### config.mk
export PLATFORM = sky130hd
export DESIGN_NAME = alarm_buzzer_flat
export DESIGN_NICKNAME = d
export VERILOG_FILES = /design/src/rtl/alarm_buzzer_if.sv /design/src/rtl/alarm_buzzer.sv /design/src/flat_wrapper.sv
export SDC_FILE = /design/constraint.sdc
export NUM_CORES = 1
export LEC_CHECK = 0
export ABC_AREA = 1
export BUFFER_PORTS_ARGS = -buffer_cell sky130_fd_sc_hd__buf_4
export CAP_MARGIN = 20
export CORE_ASPECT_RATIO = 1.5
export CORE_MARGIN = 2
export CORE_UTILIZATION = 47
export DETAILED_ROUTE_END_ITERATION = 6
export PLACE_DENSITY = 0.74
export REMOVE_ABC_BUFFERS = 1
export SYNTH_ARGS = -nofsm -noshare
export SYNTH_HDL_FRONTEND = slang
export SYNTH_SLANG_ARGS = --single-unit
### constraint.sdc
create_clock -name clk -period 2.07 [get_ports clk]
set_input_delay 0.1035 -clock clk [delete_from_list [all_inputs] [get_ports clk]]
set_output_delay 0.1035 -clock clk [all_outputs]
set_load 0.05 [all_outputs]
### src/rtl/alarm_buzzer_if.sv
// +----------------------------------------------------------------------------+
// | alarm_buzzer_if : alarm level / acknowledge in, tone and status out        |
// | Revision 1.0                                                               |
// +----------------------------------------------------------------------------+
`default_nettype none

interface alarm_buzzer_if;
   logic       sp;
   logic       ack;
   logic       buzz;
   logic       busy;
   logic       done;
   logic [7:0] beeps;

   modport master (
      output sp,
      output ack,
      input  buzz,
      input  busy,
      input  done,
      input  beeps
   );

   modport slave (
      input  sp,
      input  ack,
      output buzz,
      output busy,
      output done,
      output beeps
   );
endinterface : alarm_buzzer_if

`default_nettype wire

### src/rtl/alarm_buzzer.sv
// +----------------------------------------------------------------------------+
// | alarm_buzzer : gates a square-wave tone into BEEP_COUNT beeps on sp rising |
// | Revision 1.0                                                               |
// +----------------------------------------------------------------------------+
`default_nettype none

module alarm_buzzer #(
   parameter int unsigned TONE_DIV     = 12500,
   parameter int unsigned BEEP_ON_CYC  = 12500000,
   parameter int unsigned BEEP_OFF_CYC = 12500000,
   parameter int unsigned BEEP_COUNT   = 5
) (
   input  wire logic     clk,
   input  wire logic     rst_n,
   alarm_buzzer_if.slave bus
);

   localparam logic [31:0] TONE_LAST  = 32'(TONE_DIV - 1);
   localparam logic [31:0] ON_LAST    = 32'(BEEP_ON_CYC - 1);
   localparam logic [31:0] OFF_LAST   = 32'(BEEP_OFF_CYC - 1);
   localparam logic [7:0]  BEEPS_LAST = 8'(BEEP_COUNT);

   typedef enum logic [1:0] {
      IDLE     = 2'd0,
      BEEP_ON  = 2'd1,
      BEEP_OFF = 2'd2,
      HOLD     = 2'd3
   } state_t;

   state_t      state_q, state_d;
   logic        sp_dly_q, sp_dly_d;
   logic        buzz_q, buzz_d;
   logic        busy_q, busy_d;
   logic        done_q, done_d;
   logic [7:0]  beeps_q, beeps_d;
   logic [31:0] tone_cnt_q, tone_cnt_d;
   logic [31:0] phase_cnt_q, phase_cnt_d;
   logic        trigger;

   // sp_dly resets low, so sp already high at reset release is a rising edge
   assign trigger = bus.sp & ~sp_dly_q;

   always_comb begin
      state_d     = state_q;
      sp_dly_d    = bus.sp;
      buzz_d      = buzz_q;
      busy_d      = busy_q;
      done_d      = done_q;
      beeps_d     = beeps_q;
      tone_cnt_d  = tone_cnt_q;
      phase_cnt_d = phase_cnt_q;

      case (state_q)
         IDLE: begin
            buzz_d = 1'b0;
            busy_d = 1'b0;
            done_d = 1'b0;
            if (trigger) begin
               state_d     = BEEP_ON;
               buzz_d      = 1'b1;
               busy_d      = 1'b1;
               beeps_d     = 8'd1;
               tone_cnt_d  = 32'd0;
               phase_cnt_d = 32'd0;
            end
         end

         BEEP_ON, BEEP_OFF: begin
            // Abort beats ack, ack beats phase end, phase end beats tone toggle
            if (!bus.sp) begin
               state_d     = IDLE;
               buzz_d      = 1'b0;
               busy_d      = 1'b0;
               done_d      = 1'b0;
               beeps_d     = 8'd0;
               tone_cnt_d  = 32'd0;
               phase_cnt_d = 32'd0;
            end else if (bus.ack) begin
               state_d     = HOLD;
               buzz_d      = 1'b0;
               busy_d      = 1'b0;
               done_d      = 1'b1;
               tone_cnt_d  = 32'd0;
               phase_cnt_d = 32'd0;
            end else if (state_q == BEEP_ON) begin
               if (phase_cnt_q == ON_LAST) begin
                  state_d     = BEEP_OFF;
                  buzz_d      = 1'b0;
                  tone_cnt_d  = 32'd0;
                  phase_cnt_d = 32'd0;
               end else begin
                  phase_cnt_d = phase_cnt_q + 32'd1;
                  if (tone_cnt_q == TONE_LAST) begin
                     buzz_d     = ~buzz_q;
                     tone_cnt_d = 32'd0;
                  end else begin
                     tone_cnt_d = tone_cnt_q + 32'd1;
                  end
               end
            end else begin
               buzz_d = 1'b0;
               if (phase_cnt_q == OFF_LAST) begin
                  tone_cnt_d  = 32'd0;
                  phase_cnt_d = 32'd0;
                  if (beeps_q == BEEPS_LAST) begin
                     state_d = HOLD;
                     busy_d  = 1'b0;
                     done_d  = 1'b1;
                  end else begin
                     state_d = BEEP_ON;
                     buzz_d  = 1'b1;
                     beeps_d = beeps_q + 8'd1;
                  end
               end else begin
                  phase_cnt_d = phase_cnt_q + 32'd1;
               end
            end
         end

         HOLD: begin
            buzz_d = 1'b0;
            busy_d = 1'b0;
            done_d = 1'b1;
            if (!bus.sp) begin
               state_d = IDLE;
               done_d  = 1'b0;
               beeps_d = 8'd0;
            end
         end

         default: begin
            state_d     = IDLE;
            buzz_d      = 1'b0;
            busy_d      = 1'b0;
            done_d      = 1'b0;
            beeps_d     = 8'd0;
            tone_cnt_d  = 32'd0;
            phase_cnt_d = 32'd0;
         end
      endcase
   end

   always_ff @(posedge clk or negedge rst_n) begin
      if (!rst_n) begin
         state_q     <= IDLE;
         sp_dly_q    <= 1'b0;
         buzz_q      <= 1'b0;
         busy_q      <= 1'b0;
         done_q      <= 1'b0;
         beeps_q     <= 8'd0;
         tone_cnt_q  <= 32'd0;
         phase_cnt_q <= 32'd0;
      end else begin
         state_q     <= state_d;
         sp_dly_q    <= sp_dly_d;
         buzz_q      <= buzz_d;
         busy_q      <= busy_d;
         done_q      <= done_d;
         beeps_q     <= beeps_d;
         tone_cnt_q  <= tone_cnt_d;
         phase_cnt_q <= phase_cnt_d;
      end
   end

   assign bus.buzz  = buzz_q;
   assign bus.busy  = busy_q;
   assign bus.done  = done_q;
   assign bus.beeps = beeps_q;

endmodule : alarm_buzzer

`default_nettype wire
### src/flat_wrapper.sv
// flat-port wrapper written by rule: the top's interface ports become plain ports
module alarm_buzzer_flat 
#(
   parameter int unsigned TONE_DIV     = 12500,
   parameter int unsigned BEEP_ON_CYC  = 12500000,
   parameter int unsigned BEEP_OFF_CYC = 12500000,
   parameter int unsigned BEEP_COUNT   = 5
)
  (clk, rst_n, bus_sp, bus_ack, bus_buzz, bus_busy, bus_done, bus_beeps);
  alarm_buzzer_if bus_i ();
  input  wire logic clk;
  input  wire logic rst_n;
  input wire logic [$bits(bus_i.sp)-1:0] bus_sp;
  input wire logic [$bits(bus_i.ack)-1:0] bus_ack;
  output wire logic [$bits(bus_i.buzz)-1:0] bus_buzz;
  output wire logic [$bits(bus_i.busy)-1:0] bus_busy;
  output wire logic [$bits(bus_i.done)-1:0] bus_done;
  output wire logic [$bits(bus_i.beeps)-1:0] bus_beeps;
  assign bus_i.sp = bus_sp;
  assign bus_i.ack = bus_ack;
  assign bus_buzz = bus_i.buzz;
  assign bus_busy = bus_i.busy;
  assign bus_done = bus_i.done;
  assign bus_beeps = bus_i.beeps;
  alarm_buzzer #(.TONE_DIV(TONE_DIV), .BEEP_ON_CYC(BEEP_ON_CYC), .BEEP_OFF_CYC(BEEP_OFF_CYC), .BEEP_COUNT(BEEP_COUNT)) u_core (.clk(clk), .rst_n(rst_n), .bus(bus_i));
endmodule
# Word-level counts from Yosys, hierarchy flattened
# Cells that the tools add are included.
# word_totals
regBits	78
input_bits	4
wordCells	90
# op_classes
add_sub_neg	3
n_eq_ne	17
mux	51
n_bitwise	3
reduce_logical	8
# ops
op	count
two-way mux 32 bit	10
one-hot mux 32 bit (2 select lines)	2
adder 32 x 1 -> 32 bit, second input constant	2
two-way mux 8 bit	7
equality test 32 x 14 -> 1 bit, second input constant	1
equality test 32 x 24 -> 1 bit, second input constant	1
one-hot mux 8 bit (3 select lines)	1
two-way mux 1 bit	19
two-way mux 2 bit	8
inequality test 3 bit, second input constant	3
one-hot mux 1 bit (3 select lines)	3
AND reduction 3 bit	3
adder 8 x 1 -> 8 bit, second input constant	1
equality test 8 x 3 -> 1 bit, second input constant	1
inequality test 4 x 3 -> 1 bit, second input constant	2
inequality test 6 bit, second input constant	1
one-hot mux 2 bit (3 select lines)	1
AND reduction 6 bit	1
inequality test 5 x 3 -> 1 bit, second input constant	1
equality test 2 bit, second input constant	2
inequality test 4 bit, second input constant	1
inequality test 3 x 2 -> 1 bit, second input constant	1
equality test 2 x 1 -> 1 bit, second input constant	1
zero test 2 bit	1
other kinds (7)	8

# Logic depth before layout (Yosys ltp)
# logic_depth
depth_word	7
depth_mapped	13

# Least setup slack after synthesis
# Ideal clock, no wire load.
# synth_path
kind	register -> register
from	reg u_core.state_q[0]
to	reg u_core.tone_cnt_q[22]
arrival_time_ns	1.712
path_slack_ns	0.245
stages_incl_launch_ff	12
synth_period_minus_slack_ns	1.825
path_cell_list	dfrtp_1 inv_1 ha_1 nand2_2 nor2_4 nand3_4 buf_6 buf_8 nand4_1 nand2_1 nand2_1 inv_1
# synth_between
elab_chain_len	5
word_cells_on_any_way	12
# synth_rtl
item	line_no	text
from (decl)	alarm_buzzer.sv:30	state_t state_q, state_d;
from (signal assigned)	alarm_buzzer.sv:154	state_q <= state_d;
equality test 2 x 1 -> 1 bit	alarm_buzzer.sv:53, alarm_buzzer.sv:85	
two-way mux 32 bit	alarm_buzzer.sv:85	end else if (state_q == BEEP_ON) begin
two-way mux 32 bit	alarm_buzzer.sv:78	end else if (bus.ack) begin
two-way mux 32 bit	alarm_buzzer.sv:70	if (!bus.sp) begin
one-hot mux 32 bit (2 select lines)	alarm_buzzer.sv:53	case (state_q)
to (signal assigned)	alarm_buzzer.sv:160	tone_cnt_q <= tone_cnt_d;
to (decl)	alarm_buzzer.sv:36	logic [31:0] tone_cnt_q, tone_cnt_d;
# Several ways; a longest one is shown, not always the timed one.
# A chain may end at the register's enable or synchronous reset.

# Final worst setup path
# layout_path
from	reg u_core.phase_cnt_q[1]
to	reg u_core.phase_cnt_q[22]
# layout_between
elab_chain_len	5
word_cells_on_any_way	6
# layout_rtl
item	line_no	text
from (decl)	alarm_buzzer.sv:37	logic [31:0] phase_cnt_q, phase_cnt_d;
from (signal assigned)	alarm_buzzer.sv:161	phase_cnt_q <= phase_cnt_d;
adder 32 x 1 -> 32 bit or equality test 32 x 24 -> 1 bit (tied branches)	-	
two-way mux 32 bit (*)	alarm_buzzer.sv:86, alarm_buzzer.sv:102	
two-way mux 32 bit (*)	alarm_buzzer.sv:78	
two-way mux 32 bit (*)	alarm_buzzer.sv:70	
one-hot mux 32 bit (2 select lines) (*)	alarm_buzzer.sv:53	
# Every way passes the cells marked *; elsewhere a longest branch is shown, timed or not.

==> impl_metrics.py <==
metrics = {
    "cells_and_area": {
        "nNetsFinal": 868,
        "area_growth_syn_to_layout_pct": 15.0,
        "drive_above_1_share": 0.108,
        "fin_cells": 1010,
        "fin_util": 0.548,
        "diodes": 0,
        "fin_area_sq_um": 6250,
    },
    "job": {
        "drv_cap": 0,
    },
    "global_route": {
        "antenna_found_initial": 0,
        "gr-usage-all-layers": 0.238,
        "grt_overflow": 0,
        "grt_pass1_wl_um": 24000,
        "grt_pass1_vias": 5276,
        "grt_max_degree": 79,
    },
    "power": {
        "power_mw": 6.66,
        "vdd_drop_max_v": 0.000627,
        "p_leak_nw": 3.05,
        "power.density_nw_per_um2": 1070,
    },
    "worst_setup_path": {
        "end_kind": "flop",
        "worstPathCellList": "ha_1 -> nand3_1 -> nor2_1 -> nand3_2 -> nor2_2 -> nand2_1 -> nor2_1 -> xor2_1 -> nor2_1",
        "rr_worst_depth": 9,
        "cp_slowest_stage_delay_ns": 0.40,
        "critPathMaxFanout": 3,
        "critPathRequiredTime_ns": 2.31,
        "worst_setup_path_start_kind": "flop",
        "arrival_ns": 2.23,
        "crit_type": "flop to flop",
        "crit_cells": 9,
        "cp_common_cell": "nor2_1",
        "crit_family": "simple AND/OR/NAND/NOR gates",
        "path_buf_inv": 0,
        "crit_slowest_cell": "dfrtp_1",
    },
    "logic_synthesis": {
        "async_reset_ff_frac": 1.00,
        "yosysMostFrequentCell": "nand2_1",
        "synth-seq-area-share": 0.359,
        "synth.area.top_cells": "dfrtp_1 36%, nand2_1 14%, inv_1 8.8%",
        "ys.flop_type": "dfrtp_1",
        "netlist.area_leader.share": 0.359,
        "ys_types": 38,
        "syn-cell-area_sq_um": 5440,
        "avgSynthCellArea_sq_um": 6.64,
        "synth_commonest_cells": "201 x nand2_1, 128 x inv_1, 124 x nor2_1",
        "synth_cells": 819,
        "yosys_warnings": 0,
        "synth_seq_cells": 78,
        "synth_edf_count": 0,
        "synth_area_leader_cell": "dfrtp_1",
    },
    "die": {
        "core_sq_um": 11400,
        "die_area_sq_um": 12500,
        "ioPinCount": 15,
        "start_util": 0.477,
        "die_h_um": 136,
        "die_width_um": 91.8,
        "num_rows": 48,
    },
    "sta": {
        "fin_hold_ws_ns": 0.118,
        "drv_slew": 0,
        "timing.final.crit_share": 0.964,
        "relSlewSlack": 0.746,
        "period_needed_ns": 2.00,
        "worstMarginPinSlew_ns": 0.378,
        "timing.final.ws_setup_ns": 0.0746,
        "fmaxAchievable_ghz": 0.501,
        "setup_viol": 0,
        "fin_worst_skew_ns": 0.00879,
        "setup_tns_ns": 0,
        "timing.final.hold_violations": 0,
    },
    "routing": {
        "drc": 0,
        "drtAntennaViolNets": 0,
        "wire_per_inst_um": 14.2,
        "firstDrtPassIters": 5,
        "num_vias": 5498,
        "viasPerCell": 5.44,
        "drt_iter0_drc": 359,
        "routed_wl_um": 14400,
    },
    "cts": {
        "clkLatencyLatePin_ns": 0.35,
        "root_buffer": "clkbuf_16",
        "htree_levels": 3,
        "numCtsBuffers": 9,
        "clock-sinks": 78,
        "cts_tree": "built",
        "path_clk_slew_ns": 0.06,
        "ctsLongestPathBuffers": 2,
    },
    "place": {
        "dpl_cell_area_sq_um": 5780,
        "port_buffers": 14,
        "place.gp.congestion": 0.934,
        "post-dp-hpwl_um": 10600,
        "pre_cts_slack_ns": 0.108,
        "placed_cells": 988,
    },
    "worst_hold_path": {
        "min_path_type": "primary input to asynchronous set/reset pin",
    },
    "outcome": {
        "outcome": "finished, final reports clean",
    },
}
==> layout by cell type, fill, tap and decap left out, types with 3 or more instances in the layout <==
cell       synthesis  final
nand2_1          201    201
inv_1            128    128
nor2_1           124    123
dfrtp_1           78     78
nand3_1           73     72
nand4_1           42     42
buf_4              2     39
o21ai_0           32     32
nor3_1            29     29
xor2_1            17     17
o21ai_1           11     11
clkbuf_16          0      9
a21oi_1            8      8
ha_1               9      8
nand2_2            8      7
inv_2              6      6
nor2_2             5      6
nor2_4             4      4
o22ai_1            4      4
bufinv_16          0      4
nand2_4            2      3
==> repair_timing <==
item,in CTS,in global routing
endpoints found under the hold margin,79,0
gates resized for setup,0,7
hold buffers,2,0
endpoints found under the setup margin,0,24
setup buffers,0,3
==> worst register-to-register path, stage by stage (launching register included) <==
cell and delay, ns:
dfrtp_1 0.40, ha_1 0.19, nand3_1 0.18, nor2_1 0.27
nand3_2 0.17, nor2_2 0.20, nand2_1 0.13, nor2_1 0.13
xor2_1 0.16, nor2_1 0.06
==> power by group <==
| part | switching [mW] | total (mW) | internal (mW) |
|---|---|---|---|
| clock | 0.643 | 1.94 | 1.30 |
| combinational | 2.09 | 3.01 | 0.918 |
| sequential | 0.0927 | 1.71 | 1.62 |
| total | 2.82 | 6.66 | 3.84 |
==> sequential cells by signal (all words and copies together) (netlist names) <==
register and cells:
u_core.sp_dly_q 1, u_core.tone_cnt_q 32, u_core.bus.buzz 1, u_core.bus.done 1, u_core.bus.busy 1, u_core.phase_cnt_q 32
u_core.state_q 2, u_core.bus.beeps 8
==> kinds of logic after synthesis <==
family,share of synthesized area
adders and majority gates,0.0207
AOI/OAI and AO/OA,0.0640
and+or+nand+nor,0.408
xor gates and xnor gates,0.0306
buffers and inverters,0.118
DFF,0.359
==> routing by layer <==
| layer | GRT usage | share of wire |
|---|---|---|
| met4 | 0.143 | 0.049 |
| met1 | 0.260 | 0.38 |
| met3 | 0.0250 | 0.041 |
| met2 | 0.440 | 0.53 |
| met5 | 0 | 0 |
==> final timing paths <==
kind,startpoint,end,slack (ns)
max,u_core.phase_cnt_q[1],u_core.phase_cnt_q[22],0.07
min,rst_n,u_core.phase_cnt_q[17],0.12
max reg2reg,u_core.phase_cnt_q[1],u_core.phase_cnt_q[22],0.07
min reg2reg,u_core.bus.busy,u_core.bus.busy,0.49
max in group asynchronous,rst_n,u_core.tone_cnt_q[8],1.38
min in group clk,bus_ack,u_core.bus.buzz,0.19
==> area by class of cell <==
type | count | area, sq um
Tap cell | 150 | 188
Clock buffer | 10 | 229
Sequential cell | 78 | 1950
Clock inverter | 6 | 134
Multi-Input combinational cell | 588 | 2880
Timing Repair Buffer | 43 | 360
Fill cell | 1124 | 5160
Inverter | 135 | 512
(Power assumes the default switching activity.)
